$ cat src/rtl/hazard_control_unit.sv
// hazard_control_unit
// Stall/flush controller for the RV32IM 5-stage pipeline. It resolves the
// hazards that forwarding cannot cover: load-use dependencies, the multi-cycle
// divider and taken-branch redirects. It also sequences the divider start pulse
// and keeps saturating stall/flush performance counters.
module hazard_control_unit #(
    parameter int CNT_WIDTH = 16
) (
    input  logic                 CLK,
    input  logic                 RESET,
    input  logic [4:0]           ID_RS1,
    input  logic [4:0]           ID_RS2,
    input  logic                 ID_USES_RS1,
    input  logic                 ID_USES_RS2,
    input  logic [4:0]           EX_RD,
    input  logic                 EX_MemRead,
    input  logic                 EX_IS_DIV,
    input  logic                 MD_DONE,
    input  logic                 BRANCH_TAKEN,
    output logic                 PC_WRITE,
    output logic                 IF_ID_WRITE,
    output logic                 IF_ID_FLUSH,
    output logic                 ID_EX_WRITE,
    output logic                 ID_EX_BUBBLE,
    output logic                 EX_MEM_BUBBLE,
    output logic                 MD_START,
    output logic                 MD_BUSY,
    output logic [CNT_WIDTH-1:0] STALL_CNT,
    output logic [CNT_WIDTH-1:0] FLUSH_CNT
);

    typedef enum logic {
        IDLE    = 1'b0,
        MD_WAIT = 1'b1
    } state_t;

    state_t state;
    state_t state_next;

    logic div_stall;
    logic load_use;
    logic rs1_match;
    logic rs2_match;

    // Increment that sticks at the all-ones value instead of wrapping.
    function automatic logic [CNT_WIDTH-1:0] sat_inc(input logic [CNT_WIDTH-1:0] value);
        if (&value) begin
            return value;
        end
        return value + {{(CNT_WIDTH-1){1'b0}}, 1'b1};
    endfunction

    // State register: divider tracking, cleared immediately on reset.
    always_ff @(posedge CLK or posedge RESET) begin
        if (RESET) begin
            state <= IDLE;
        end else begin
            state <= state_next;
        end
    end

    // Next-state logic: enter MD_WAIT when a divide reaches EX, leave on MD_DONE.
    // MD_DONE while IDLE (including the start cycle) is ignored.
    always_comb begin
        state_next = state;
        case (state)
            IDLE:    if (EX_IS_DIV) state_next = MD_WAIT;
            MD_WAIT: if (MD_DONE)   state_next = IDLE;
            default: state_next = IDLE;
        endcase
    end

    // Hazard detection. Register x0 never creates a load-use dependency.
    assign rs1_match = ID_USES_RS1 && (EX_RD == ID_RS1);
    assign rs2_match = ID_USES_RS2 && (EX_RD == ID_RS2);
    assign load_use  = EX_MemRead && (EX_RD != 5'd0) && (rs1_match || rs2_match);
    assign div_stall = ((state == IDLE) && EX_IS_DIV) || ((state == MD_WAIT) && !MD_DONE);

    // Output logic: div_stall outranks a branch redirect, which outranks load-use
    // (the squashed ID instruction cannot cause a real dependency).
    always_comb begin
        PC_WRITE      = 1'b1;
        IF_ID_WRITE   = 1'b1;
        IF_ID_FLUSH   = 1'b0;
        ID_EX_WRITE   = 1'b1;
        ID_EX_BUBBLE  = 1'b0;
        EX_MEM_BUBBLE = 1'b0;
        if (div_stall) begin
            // Freeze the front of the pipe and hold the divide in EX.
            PC_WRITE      = 1'b0;
            IF_ID_WRITE   = 1'b0;
            ID_EX_WRITE   = 1'b0;
            EX_MEM_BUBBLE = 1'b1;
        end else if (BRANCH_TAKEN) begin
            // PC loads the target; squash the two wrong-path instructions.
            IF_ID_FLUSH  = 1'b1;
            ID_EX_BUBBLE = 1'b1;
        end else if (load_use) begin
            // One-cycle hold; the bubble pushes the load out of EX.
            PC_WRITE     = 1'b0;
            IF_ID_WRITE  = 1'b0;
            ID_EX_BUBBLE = 1'b1;
        end
    end

    assign MD_START = (state == IDLE) && EX_IS_DIV && !RESET;
    assign MD_BUSY  = (state == MD_WAIT);

    // Saturating performance counters: stalled-PC cycles and redirect cycles.
    always_ff @(posedge CLK or posedge RESET) begin
        if (RESET) begin
            STALL_CNT <= '0;
            FLUSH_CNT <= '0;
        end else begin
            if (!PC_WRITE) begin
                STALL_CNT <= sat_inc(STALL_CNT);
            end
            if (BRANCH_TAKEN) begin
                FLUSH_CNT <= sat_inc(FLUSH_CNT);
            end
        end
    end

endmodule

$ cat config.mk
export PLATFORM = sky130hd
export DESIGN_NAME = hazard_control_unit
export DESIGN_NICKNAME = d
export VERILOG_FILES = /design/src/rtl/hazard_control_unit.sv
export SDC_FILE = /design/constraint.sdc
export NUM_CORES = 1
export LEC_CHECK = 0
export ABC_AREA = 0
export BUFFER_PORTS_ARGS = -buffer_cell sky130_fd_sc_hd__buf_2
export CAP_MARGIN = 20
export CORE_MARGIN = 2
export CORE_UTILIZATION = 45
export DETAILED_ROUTE_END_ITERATION = 16
export GPL_TIMING_DRIVEN = 0
export HOLD_SLACK_MARGIN = 0.15
export PLACE_DENSITY = 0.85
export SYNTH_ARGS = -nofsm -noshare
export SYNTH_HDL_FRONTEND = slang
export SYNTH_SLANG_ARGS = --single-unit
$ cat constraint.sdc
create_clock -name CLK -period 1.9 [get_ports CLK]
set_input_delay 0.285 -clock CLK [delete_from_list [all_inputs] [get_ports CLK]]
set_output_delay 0.285 -clock CLK [all_outputs]
set_load 0.03 [all_outputs]
# == After elaboration in Yosys (flattened, before gate mapping) ==
# Cells that the tools add are included.
# W data, S select, Z words.
# word_totals
wordCells,46
register_bits,33
input_bits,23
output_inout_bits,40
# classes
bitwise,2
muxes,19
n_reduce_logical,16
addsub,2
n_eq_ne,4
# op_table
operator,count
$add A16 B1 Y16 const B,2
$mux W16,2
$reduce_and A16 Y1,2
$mux W1,16
$eq A5 B5 Y1,2
$logic_and A1 B1 Y1,7
$reduce_bool A5 Y1,1
$ne A2 B2 Y1 const B,2
$reduce_and A2 Y1,2
$logic_not A1 Y1,2
$logic_or A1 B1 Y1,2
$not A1 Y1,2
$pmux W1 S2,1

# == Depth between registers and ports, before layout ==
# Gate-level depths: netlist of the first run.
# depth
depth_word,10
depth_mapped,7
ltp_nobuf,7

# == Least setup slack after synthesis of the first run ==
# Ideal clock, no wire load.
# synth_timing
path_type,reg2reg
from,register state (netlist: MD_BUSY)
to,register STALL_CNT[6]
slack_ns,-0.608
setup_time_ns,0.080
stages_incl_launch_ff,8
arrival_ns,2.428
path_buffers,1
cell_sequence,dfrtp_1 nor2_1 a21oi_1 inv_1 o31a_1 buf_6 nor4_4 xor2_1
# synth_via
elab_chain_len,6
word_cells_on_any_way,7
classes_between,mux: 1; bitwise: 2; reduce/logical: 4
# synth_lines
item,line_no,text
"start, declared",37,state_t state;
"start signal, assigned",58,state <= state_next;
$not A1 Y1,-,
$logic_and A1 B1 Y1,77,assign div_stall = ((state == IDLE) && EX_IS_DIV) || ((state == MD_WAIT) && !MD_DONE);
$logic_or A1 B1 Y1 *,77,
$mux W1 *,-,
named net IF_ID_WRITE,21,"output logic IF_ID_WRITE,"
$not A1 Y1 (no line) *,-,
$reduce_and A2 Y1 (no line) *,-,
"end signal, assigned",116,STALL_CNT <= sat_inc(STALL_CNT);
"end, declared",28,"output logic [CNT_WIDTH-1:0] STALL_CNT,"
# The timed path passes the listed nets; every way through them passes the cells marked *.
# A chain may end at the register's enable or synchronous reset.

# == Worst setup path after layout of the first run ==
# layout_timing
from,input port ID_RS2[2]
to,output port PC_WRITE
# layout_via
elab_chain_len,7
# layout_lines
item,line_no,text
"start, declared",12,"input logic [4:0] ID_RS2,"
$eq A5 B5 Y1,75,assign rs2_match = ID_USES_RS2 && (EX_RD == ID_RS2);
$logic_and A1 B1 Y1,75,
$logic_or A1 B1 Y1,76,assign load_use = EX_MemRead && (EX_RD != 5'd0) && (rs1_match || rs2_match);
$logic_and A1 B1 Y1,76,
$mux W1,98,end else if (load_use) begin
$mux W1,94,end else if (BRANCH_TAKEN) begin
$mux W1,88,if (div_stall) begin
"end, declared",20,"output logic PC_WRITE,"
# Every way passes these cells.

==> summary.md, run 1 <==
| Metric | Value |
|---|---|
| Std-Cell Rows | `22` |
| Commonest cells in the netlist | `dfrtp_1 (33), xor2_1 (29), nor2_1 (20)` |
| Synth area leaders | `dfrtp_1 (46%), xor2_1 (14%), xnor2_1 (4.4%), nor2_1 (4.2%), nand3_1 (2.8%)` |
| Max clock buf depth | `2` |
| Area leader, netlist | `dfrtp_1` |
| Die area | `between 0.004 and 0.005 mm²` |
| Peak supply drop | `between 0.0004 and 0.0005 V` |
| Largest family of logic cells by synthesized area | `simple AND/OR/NAND/NOR gates` |
| TritonCTS clock tree | `yes` |
| Most common cell on crit path | `buf_6` |
| Drt pass-1 iters | `4` |
| Post-DP HPWL | `~3000 µm` |
| Sequential area share after synthesis | `0.4641` |
| Die W | `around 67 µm` |
| Via count | `about 1600` |
| Worst Reg-to-Reg Cells | `8` |
| Min Hold Slack | `approximately 0.22 ns` |
| Total CTS buffers | `5` |
| Hold-critical path depth | `2` |
| I/O Buffers | `62` |
| Overflow after GRT | `0` |
| H-tree levels | `2` |
| Worst-Margin Slew | `0.6189 ns` |
| Clock-pin slew on the worst setup and hold paths | `roughly 0.06 ns` |
| Yosys warnings | `0` |
| CP Cell Sequence | `buf_6, xor2_2, nor4_2, a32oi_1, o31a_1, buf_6, buf_6, buf_6` |
| Initial core utilization | `0.4753` |
| Max Cap Viol | `0` |
| Failing checks | `negative setup slack` |
| Final Hold Vio Count | `0` |
| Max Slew Vio Count | `0` |
| Crit Path Category | `primary input to primary output` |
| Vias in the first global route | `roughly 1600` |
| Post-layout min period | `between 1.5 and 2 ns` |
| CTS Sinks | `33` |
| Total Power | `around 2.8 mW` |
| Final worst slack | `-0.07460 ns` |
| GP Congestion | `0.7724` |
| Mux cell area share after synthesis | `0.01266` |
| Via/cell ratio | `~5.4` |
| Initial antenna violation count | `0` |
| Core area | `0.003744 mm²` |
| Synth top area share | `0.4641` |
| GRT Total Usage | `0.2082` |
| Slew margin rel. | `0.5870` |
| Synthesized cell area | `approximately 0.0018 mm²` |
| Detailed Route Iter0 Violations | `around 110` |
| Clock root buffer master | `clkbuf_8` |
| Critical Path Source Type | `primary input` |
| Pwr per Cell Area | `approximately 1100 mW/mm²` |
| DR DRC count | `0` |
| Leak | `approximately 1.2 nW` |
| Layout Nets | `about 270` |
| Area Overhead vs Synth | `41.21%` |
| WP data arrival | `roughly 1.7 ns` |
| Setup violators final | `2` |
| Xor/xnor cell area share of the yosys netlist | `0.1871` |
| RSZ-0062 raised after global routing | `true` |
| IO Pins | `63` |
| Async set-reset flop share out of synthesis | `1.000` |
| Synthesized flop and latch total | `33` |
| Syn Nets | `196` |
| Die height | `between 60 and 70 µm` |
| Post-synth EDFFs | `0` |
| Hold Crit Class | `primary input to flop` |
| Synth Area in Adders | `0.01406` |
| Ant diodes | `0` |
| Final WL | `4221 µm` |
| Fin util | `0.6711` |
| ANT nets after route | `0` |
| Worst-path fanout max | `4` |
| Maximum clock frequency | `roughly 0.51 GHz` |
| Largest net degree at the start of global routing | `21` |
| Worst-skew pair later-pin latency | `0.28 ns` |
| Ys flop type | `dfrtp_1` |
| First-pass GRT wire length | `about 7100 µm` |
| Outcome | `finished, violations left` |
| Worst path max stage delay | `roughly 0.30 ns` |
| Synth unique cells | `34` |
| Compound-Gate Fraction of Synth Area | `0.03797` |
| WP data required | `1.62 ns` |
| Final worst-path cycle share | `1.039` |
| Critical Path Sink Type | `primary output` |
| DR WL/cell | `between 10 and 15 µm` |
| Simple-gate share of the synthesized area | `0.2581` |
| Cell count after synthesis | `roughly 170` |
| Slowest cell on the critical path | `nor4_2` |
| Most common cell in the synthesized netlist | `dfrtp_1` |
| Share of layout cells above drive strength 1 | `0.4320` |
| Clock skew | `around 0.0063 ns` |
| Avg Cell Area, Syn | `10.40 µm²` |
-- critical path, delay by kind of cell --
| kind | cells | cell delay [ns] |
|---|---|---|
| AOI/OAI and AO/OA | 2 | 0.47 |
| and+or+nand+nor | 1 | 0.30 |
| buffers and inverters | 4 | 0.46 |
| xor gates and xnor gates | 1 | 0.16 |
-- through the flow --
stage | cell area [µm²] | cells | setup WS [ns] | setup TNS [ns]
floorplan | 1857 | 171 | -0.09680 | -0.1571
global placement | 2227 | 281 | -0.3758 | -3.725
detailed placement | 2255 | 282 | -0.4030 | -4.911
CTS | 2431 | 297 | -0.08835 | -0.1171
global route | 2512 | 298 | -0.1795 | -0.6876
finish | 2512 | 298 | -0.07460 | -0.1040
-- cells by family after synthesis --
kind of cell | after synthesis
xor+xnor | 38
fa+ha+maj | 2
flops | 33
mux | 2
simple gates | 77
compound gates | 10
buf+inv | 9
-- routing by layer --
layer,up-vias,part of all wire,global-route usage
li1,752,-,-
met3,8,0.057,0.04223
met4,0,0.014,0.09184
met1,796,0.42,0.2535
met2,68,0.51,0.3538
met5,-,0,0
-- final cells by class --
type,count,area (µm²)
tap,48,60.06
sequential,33,833.3
timing repair buffer,71,450.4
inverter,6,25.02
buffer,3,30.03
clock buffer,8,90.09
fill,307,1231
multi-input combinational,129,1023
-- report_power, final --
part,internal [mW],leakage [nW],switching (mW),total [mW]
registers,0.883,0.400,0.257,1.14
logic,0.431,0.732,0.699,1.13
clock network,0.295,0.0455,0.241,0.536
total,1.61,1.18,1.20,2.81
-- flip-flops by register name, indices dropped and copies added, names as in the netlist --
signal / flops
MD_BUSY: 1
FLUSH_CNT: 16
STALL_CNT: 16
-- what timing repair did --
| action | in CTS | in global routing |
|---|---|---|
| hold endpoints to repair | 13 | 0 |
| setup buffers | 6 | 1 |
| hold buffers | 1 | 0 |
| pin swaps | 6 | 7 |
| gates resized for setup | 5 | 16 |
| setup endpoints to repair | 12 | 17 |
-- placed cells by master (no fill, tap or decap), drive strengths merged --
cell / synthesis / layout
a21oi: 3 / 3
a31oi: 2 / 2
a32oi: 1 / 1
and2: 3 / 3
and3: 2 / 2
and4: 2 / 2
and4bb: 1 / 1
buf: 3 / 73
clkbuf: 0 / 8
dfrtp: 33 / 33
dlygate4sd3: 0 / 1
ha: 2 / 2
inv: 6 / 6
mux2: 2 / 2
nand2: 12 / 12
nand3: 10 / 10
nand3b: 1 / 1
nand4: 6 / 6
nor2: 20 / 20
nor2b: 1 / 1
nor3: 8 / 8
nor3b: 2 / 2
nor4: 6 / 6
nor4b: 2 / 2
o21ai: 1 / 1
o31a: 2 / 2
o32ai: 1 / 1
or4: 1 / 1
xnor2: 9 / 9
xor2: 29 / 29
-- path summary, 6_finish.rpt --
path	start	to	slack, ns
min	MD_DONE	MD_BUSY$_DFF_PP0_	0.22
max	ID_RS2[2]	PC_WRITE	-0.07
max in group asynchronous	RESET	STALL_CNT[4]$_DFFE_PP0P_	0.74
min in group asynchronous	RESET	STALL_CNT[9]$_DFFE_PP0P_	0.64
min reg2reg	STALL_CNT[11]$_DFFE_PP0P_	STALL_CNT[11]$_DFFE_PP0P_	0.49
max reg2reg	STALL_CNT[4]$_DFFE_PP0P_	STALL_CNT[7]$_DFFE_PP0P_	0.06
No activity file was read; power rests on OpenSTA's default activity.
==> inputs of run 2 (changes only) <==
- SKIP_LAST_GASP: unset -> 1
==> summary.md, run 2 (synthesized netlist as in run 1, its figures left out) <==
| Metric | Value |
|---|---|
| Layout Nets | `approximately 270` |
| Multi-input logic area | `~0.0010 mm²` |
| Total CTS buffers | `5` |
| Worst-path fanout max | `4` |
| Critical Path Source Type | `primary input` |
| Largest net degree at the start of global routing | `21` |
| Sw frac | `0.4266` |
| Die height | `66.88 µm` |
| DR WL/cell | `14.16 µm` |
| Std-Cell Rows | `22` |
| Via count | `approximately 1600` |
| Overflow after GRT | `0` |
| Cell-internal power | `~1.6 mW` |
| Drt pass-1 iters | `4` |
| Worst-Margin Slew | `about 0.62 ns` |
| H-tree levels | `2` |
| Max Slew Vio Count | `0` |
| GRT Total Usage | `0.2082` |
| DR DRC count | `0` |
| ANT nets after route | `0` |
| Clock Power Share | `0.191` |
| Sequential share of power | `0.406` |
| Core area | `0.003744 mm²` |
| Crit Path Category | `primary input to primary output` |
| Slew margin rel. | `0.5870` |
| CTS Sinks | `33` |
| Die area | `about 0.0045 mm²` |
| Min Hold Slack | `around 0.22 ns` |
| Fill cell count | `about 310` |
| Max Cap Viol | `0` |
| Max clock buf depth | `2` |
| Critical Path Sink Type | `primary output` |
| Final Hold Vio Count | `0` |
| RSZ-0062 raised after global routing | `true` |
| First-pass GRT wire length | `roughly 7000 µm` |
| Worst Reg-to-Reg Cells | `8` |
| Most frequent cells in the layout | `buf_2 (56), xor2_1 (28), dfrtp_1 (27)` |
| Post-layout min period | `slightly below 2 ns` |
| Maximum clock frequency | `between 0.5 and 0.6 GHz` |
| Post-DP HPWL | `between 2000 and 3000 µm` |
| Net switching power | `roughly 1.2 mW` |
| Worst-skew pair later-pin latency | `0.28 ns` |
| Failing checks | `negative setup slack` |
| GP Congestion | `between 0.7 and 0.8` |
| Top Usage Layer GRT | `met2` |
| Detailed Route Iter0 Violations | `between 100 and 150` |
| I/O Buffers | `62` |
| Via/cell ratio | `around 5.4` |
| Leak | `between 1 and 1.5 nW` |
| Clock-pin slew on the worst setup and hold paths | `0.06 ns` |
| Hold Crit Class | `primary input to flop` |
| Peak supply drop | `between 0.0004 and 0.0005 V` |
| Ant diodes | `0` |
| WP data required | `between 1.5 and 2 ns` |
| Clock root buffer master | `clkbuf_8` |
| Hold-critical path depth | `2` |
| Final worst-path cycle share | `1.039` |
| Final WL | `about 4200 µm` |
| Fin util | `0.6711` |
| Area Overhead vs Synth | `41.21%` |
| Clock skew | `0.006295 ns` |
| Final worst slack | `-0.07460 ns` |
| TritonCTS clock tree | `yes` |
| Met1 GRT Util | `0.2524` |
| Initial core utilization | `0.4753` |
| WP data arrival | `1.69 ns` |
| Vias in the first global route | `roughly 1600` |
| Met3 usage | `0.04223` |
| Pwr per Cell Area | `between 1000 and 1500 mW/mm²` |
| Share of layout cells above drive strength 1 | `0.4320` |
| Setup violators final | `2` |
| Commonest non-fill, non-tap cell in the layout | `buf_2` |
| IO Pins | `63` |
| Initial antenna violation count | `0` |
| Met2 usage | `0.3550` |
| Reg area | `~830 µm²` |
| Outcome | `finished, violations left` |
| Combinational share of power | `0.403` |
| Die W | `around 67 µm` |
| R2R setup slack | `approximately 0.06 ns` |
[run 2: cell counts in the layout (fill, tap and decap cells not counted)]
Identical to the previous run, type by type.
[run 2: path summary, 6_finish.rpt]
| check | start | to |
|---|---|---|
| setup reg to reg | STALL_CNT[4]$_DFFE_PP0P_ | STALL_CNT[7]$_DFFE_PP0P_ |
| hold reg to reg | STALL_CNT[11]$_DFFE_PP0P_ | STALL_CNT[11]$_DFFE_PP0P_ |
| max in group asynchronous | RESET | STALL_CNT[4]$_DFFE_PP0P_ |
| min in group asynchronous | RESET | STALL_CNT[9]$_DFFE_PP0P_ |
| hold / removal | MD_DONE | MD_BUSY$_DFF_PP0_ |
| setup / recovery | ID_RS2[2] | PC_WRITE |
[run 2: per-layer routing]
layer	share of wire	wire length [µm]
met1	0.42	1755
met2	0.51	2166
met3	0.057	240
met4	0.014	59
met5	0	0
[run 2: area by class of cell]
cell class	instances	area share
Sequential cell	33	0.3317
Clock buffer	8	0.03586
Timing Repair Buffer	71	0.1793
Tap cell	48	0.02390
Inverter	6	0.009960
Multi-Input combinational cell	129	0.4074
Buffer	3	0.01195
[run 2: critical path: stages]
cell	delay [ns]
buf_6	0.10
xor2_2	0.16
nor4_2	0.30
a32oi_1	0.17
o31a_1	0.30
buf_6	0.14
buf_6	0.10
buf_6	0.12
[run 2: stage by stage]
step	cells	total power [mW]	instance area (µm²)	worst slack [ns]	TNS [ns]
final	298	2.807	2512	-0.07460	-0.1040
after global routing	298	2.963	2512	-0.1795	-0.6876
after CTS	297	2.795	2431	-0.08957	-0.1195
after detailed placement	282	2.221	2255	-0.4030	-4.911
after global placement	281	2.172	2227	-0.3758	-3.725
after floorplan	171	1.881	1857	-0.09680	-0.1571
[run 2: power groups by stage]
stage	logic, mW	registers, mW	clock network [mW]
3_5_place_dp	1.08	1.14	0
4_1_cts	1.11	1.13	0.549
2_1_floorplan	0.450	1.43	0
6_report	1.13	1.14	0.536
5_1_grt	1.21	1.17	0.585
3_3_place_gp	1.05	1.12	0
[run 2: timing repair]
item / CTS / global route
hold endpoints to repair: 13 / 0
endpoints found under the setup margin: 12 / 17
hold buffers: 1 / 0
setup buffers: 6 / 1
resized for setup: 5 / 15
pin swaps: 5 / 7
